===== config.mk =====
export PLATFORM = sky130hd
export DESIGN_NAME = mem_port_arbi
export DESIGN_NICKNAME = d
export VERILOG_FILES = /design/src/rtl/mem_arb_pkg.sv /design/src/rtl/mem_arb_age.sv /design/src/rtl/mem_port_arbi.sv
export SDC_FILE = /design/constraint.sdc
export NUM_CORES = 1
export LEC_CHECK = 0
export ABC_CLOCK_PERIOD_IN_PS = 4700
export BUFFER_PORTS_ARGS = -buffer_cell sky130_fd_sc_hd__buf_2
export CELL_PAD_IN_SITES_DETAIL_PLACEMENT = 1
export CELL_PAD_IN_SITES_GLOBAL_PLACEMENT = 1
export CORE_MARGIN = 2
export CORE_UTILIZATION = 25
export DETAILED_ROUTE_END_ITERATION = 10
export GPL_TIMING_DRIVEN = 0
export PLACE_DENSITY_LB_ADDON = 0.25
export SETUP_SLACK_MARGIN = 0.15
export SLEW_MARGIN = 20
export SYNTH_ARGS = -nofsm -noshare
export SYNTH_HDL_FRONTEND = slang
export SYNTH_SLANG_ARGS = --single-unit
export TNS_END_PERCENT = 50

===== constraint.sdc =====
create_clock -name clk -period 4.7 [get_ports clk]
set_clock_uncertainty 0.2 [all_clocks]
set_input_delay 0.94 -clock clk [delete_from_list [all_inputs] [get_ports clk]]
set_output_delay 0.94 -clock clk [all_outputs]
set_load 0.02 [all_outputs]

===== src/rtl/mem_arb_pkg.sv =====
// mem_arb_pkg: shared state encoding and default widths for the memory-port arbiter
package mem_arb_pkg;
    typedef enum logic [1:0] {IDLE = 2'b00, IF_BUSY = 2'b01, D_BUSY = 2'b10} state_t;
    localparam int MEM_ADDR_W = 16;
    localparam int MEM_DATA_W = 64;
    localparam int AGE_W = 4;
endpackage


===== src/rtl/mem_arb_age.sv =====
// mem_arb_age: counts data grants made while fetch waits and raises force_if at AGE_MAX
// (only instantiated when MEM_ARB_AGING_EN is defined)
module mem_arb_age
    import mem_arb_pkg::*;
#(
    parameter int AGE_MAX = 4
) (
    input  logic clk,
    input  logic rst,
    input  logic if_req,
    input  logic gnt_if,
    input  logic gnt_d,
    output logic force_if
);
    logic [AGE_W-1:0] age;
    always_ff @(posedge clk or negedge rst) begin
        if (!rst)
            age <= '0;
        else if (!if_req || gnt_if)
            age <= '0;
        else if (gnt_d && age != '1)
            age <= age + 1'b1;
    end
    assign force_if = age == AGE_W'(AGE_MAX);
endmodule


===== src/rtl/mem_port_arbi.sv =====
// mem_port_arbi: arbitrates fetch and data requesters onto one memory port, data first.
// Define MEM_ARB_AGING_EN to add the fetch anti-starvation aging counter.
module mem_port_arbi
    import mem_arb_pkg::*;
#(
    parameter int ADDR_W  = MEM_ADDR_W,
    parameter int DATA_W  = MEM_DATA_W,
    parameter int AGE_MAX = 4
) (
    input  logic              clk,
    input  logic              rst,
    input  logic              if_req,
    input  logic [ADDR_W-1:0] if_addr,
    input  logic              d_req,
    input  logic              d_wr,
    input  logic [ADDR_W-1:0] d_addr,
    input  logic [DATA_W-1:0] d_wdata,
    input  logic              mem_done,
    input  logic [DATA_W-1:0] mem_rdata,
    output logic              if_grnt,
    output logic              d_grnt,
    output logic              if_done,
    output logic              d_done,
    output logic [DATA_W-1:0] rdata,
    output logic              mem_en,
    output logic              mem_wr,
    output logic [ADDR_W-1:0] mem_addr,
    output logic [DATA_W-1:0] mem_wdata
);
    state_t state;
    logic arb, force_if, gnt_if, gnt_d;
    // the requester finishing this cycle sits out the arbitration it triggers
    assign arb    = state == IDLE || mem_done;
    assign gnt_d  = arb && state != D_BUSY && d_req && !(force_if && state != IF_BUSY && if_req);
    assign gnt_if = arb && state != IF_BUSY && if_req && !gnt_d;
`ifdef MEM_ARB_AGING_EN
    mem_arb_age #(.AGE_MAX(AGE_MAX)) u_age (
        .clk      (clk),
        .rst      (rst),
        .if_req   (if_req),
        .gnt_if   (gnt_if),
        .gnt_d    (gnt_d),
        .force_if (force_if)
    );
`else
    assign force_if = AGE_MAX < 0;
`endif
    always_ff @(posedge clk or negedge rst) begin
        if (!rst) begin
            state     <= IDLE;
            if_grnt   <= 1'b0;
            d_grnt    <= 1'b0;
            mem_en    <= 1'b0;
            mem_wr    <= 1'b0;
            mem_addr  <= '0;
            mem_wdata <= '0;
        end else if (gnt_d) begin
            state     <= D_BUSY;
            if_grnt   <= 1'b0;
            d_grnt    <= 1'b1;
            mem_en    <= 1'b1;
            mem_wr    <= d_wr;
            mem_addr  <= d_addr;
            mem_wdata <= d_wdata;
        end else if (gnt_if) begin
            state     <= IF_BUSY;
            if_grnt   <= 1'b1;
            d_grnt    <= 1'b0;
            mem_en    <= 1'b1;
            mem_wr    <= 1'b0;
            mem_addr  <= if_addr;
            mem_wdata <= '0;
        end else if (arb) begin
            state     <= IDLE;
            if_grnt   <= 1'b0;
            d_grnt    <= 1'b0;
            mem_en    <= 1'b0;
            mem_wr    <= 1'b0;
            mem_addr  <= '0;
            mem_wdata <= '0;
        end
    end
    assign if_done = mem_done && state == IF_BUSY;
    assign d_done  = mem_done && state == D_BUSY;
    assign rdata   = (if_done || (d_done && !mem_wr)) ? mem_rdata : '0;
endmodule


==> flow_metrics.env <==
export IMPL_synth_area_leaders="dfrtp_1, a22o_1, and2_1, a221o_1, buf_2"
export IMPL_place_inst=792
export IMPL_clk_latency_ps=330
export IMPL_highest_layer="met4"
export IMPL_setup_viol=0
export IMPL_netlist_instances=292
export IMPL_required_ps=3560
export IMPL_hold_path_class="reg2reg"
export IMPL_n_fill_cell=1705
export IMPL_path_clk_slew_ps=60
export IMPL_viasPerCell=4.57
export IMPL_wl_met1_mm=5.81
export IMPL_cp_arrival_ps=2180
export IMPL_fin_util=0.403
export IMPL_synth_cell_types=24
export IMPL_grt_max_degree=49
export IMPL_die_h_um=124
export IMPL_die_area_sq_mm=0.0155
export IMPL_p_leak_nw=3.42
export IMPL_cpMaxStageDelayCell="or3b_4"
export IMPL_rsz0062_at_grt="false"
export IMPL_finalCriticalPeriod_ps=3320
export IMPL_fp_row_count=44
export IMPL_cp_top_family="simple AND/OR/NAND/NOR gates"
export IMPL_synth_top_area_cell="dfrtp_1"
export IMPL_wirelength_mm=15.1
export IMPL_synth_edf_count=0
export IMPL_ys_async_sr_fraction=1.00
export IMPL_die_w_um=124
export IMPL_min_from="mem_wdata[47]"
export IMPL_setup_worst_path_class="reg2out"
export IMPL_grt_use_total=0.193
export IMPL_drive_gt1_frac=0.582
export IMPL_max_freq_mhz=301
export IMPL_cap_viol_max_count=0
export IMPL_cts_resized=0
export IMPL_area_delta_synth_final_pct=59.6
export IMPL_synth_flop_cell="dfrtp_1"
export IMPL_path_cells="buf_6, or3b_4, a21oi_4, clkbuf_2, and2_1, buf_2"
export IMPL_relSlewSlack=0.557
export IMPL_hold_buffers=0
export IMPL_slowest_delay_ps=400
export IMPL_instances_no_fill=808
export IMPL_tightestPinTransition_ps=665
export IMPL_clkSinkCount=84
export IMPL_p_per_area_mw_per_mm2=549
export IMPL_overflow=0
export IMPL_period_share=0.707
export IMPL_design_core_area_sq_mm=0.0144
export IMPL_finalSetupTns_ps=0
export IMPL_slew_viol_final=0
export IMPL_r2r_start="state[0]"
export IMPL_cp_end_kind="primary output"
export IMPL_initial_core_util=0.252
export IMPL_drc=0
export IMPL_final_net_count=785
export IMPL_grt_pass1_vias=3928
export IMPL_crit_start="state[0]"
export IMPL_wl_per_cell_um=18.7
export IMPL_ios=316
export IMPL_met3_length_um=911
export IMPL_netlist_area_leader_share=0.580
export IMPL_cts_buffers=9
export IMPL_postCtsSetupRepairBufs=0
export IMPL_cp_max_fo=10
export IMPL_startpoint_type="flip-flop"
export IMPL_cts_root_buf="clkbuf_16"
export IMPL_htreeDepth=3
export IMPL_hpwlAfterDp_mm=12.0
export IMPL_routed_wl_met2_mm=8.06
export IMPL_via_count=3692
export IMPL_synth_area_per_cell_sq_um=12.4
export IMPL_syn_nets=458
export IMPL_cts_tree="yes"
export IMPL_synth_warnings=0
export IMPL_hold_worst_slack_ps=298
export IMPL_antenna_found_initial=0
export IMPL_ys_seq_area_frac=0.580
export IMPL_io_buffers=315
export IMPL_antenna_cells=0
export IMPL_cp_num_buf_inv=3
export IMPL_vdd_drop_max_mv=0.232
export IMPL_clock_path_buffers=2
export IMPL_yosys_register_bits=84
export IMPL_hold_violations=0
export IMPL_dr_pass1_iters=4
export IMPL_netlist_area_sq_mm=0.00363
export IMPL_gp_congestion=0.947
export IMPL_grt_pass1_wl_mm=23.3
export IMPL_drtIter0Drc=173
export IMPL_status="finished clean"
export IMPL_ant_nets=0
-- registers in the layout (all words and copies together), names as in the netlist --
name / cells
d_grnt: 1
state: 1
mem_wdata: 64
mem_wr: 1
mem_en: 1
mem_addr: 16
-- cells in the mapped netlist, drive strengths merged, types with 2 or more instances --
cell type	n
dfrtp	84
mux2	2
a221o	16
a22o	65
nand2	2
and2	81
clkbuf	7
a21o	2
buf	20
nor2	2
-- final timing paths --
path	cells past startpoint	slack (ps)	endpoint
worst max-delay path	6	1380	rdata[43]
worst min-delay path	1	300	mem_wdata[47]
worst max register to register	6	2770	mem_addr[3]
worst min register to register	1	300	mem_wdata[47]
max in group asynchronous	2	3220	mem_addr[9]
min in group asynchronous	1	440	mem_wdata[0]
-- per-stage QoR --
stage / setup WS, ps / cell area [sq um] / total power, mW
global placement: 1450 / 5430 / 2.39
finish: 1380 / 5790 / 3.18
CTS: 1320 / 5790 / 3.23
floorplan: 1910 / 3630 / 1.86
detailed placement: 1400 / 5460 / 2.41
global route: 1240 / 5790 / 3.36
-- cell type report --
cell class	count	area, sq um	share of cell area
timing repair buffer	316	1600	0.276
tap	184	230	0.0398
buffer	27	143	0.0246
inverter	1	3.75	0.000648
clock inverter	6	93.8	0.0162
multi-input combinational	180	1380	0.238
sequential	84	2100	0.363
clock buffer	10	239	0.0413
-- per-layer routing --
layer  track usage  up-vias
met3        0.0481       19
met1         0.223     1792
met5             0        -
li1              -     1713
met4        0.0641        0
met2         0.347      168
-- cell usage in the layout, fill, tap and decap left out, drive strengths merged, types with 2 or more instances in the layout --
cell and instances:
mux2 2, clkbuf 17, buf 336, nor2 2, a221o 16, a22o 65
bufinv 2, inv 4, a21o 2, dfrtp 84, and2 81, nand2 2
-- cells by family after synthesis --
family,count (synthesis),synth area share
muxes,2,0.00621
DFF,84,0.580
buffers and inverters,28,0.0404
AOI/OAI and AO/OA,89,0.221
and+or+nand+nor,89,0.153
-- power by group --
part	internal [mW]	switching, mW	leakage (nW)	total (mW)
registers	0.919	0.107	1.10	1.03
logic	0.514	0.845	2.15	1.36
clock network	0.487	0.306	0.165	0.793
total	1.92	1.26	3.42	3.18
No activity file was read; power rests on OpenSTA's default activity.
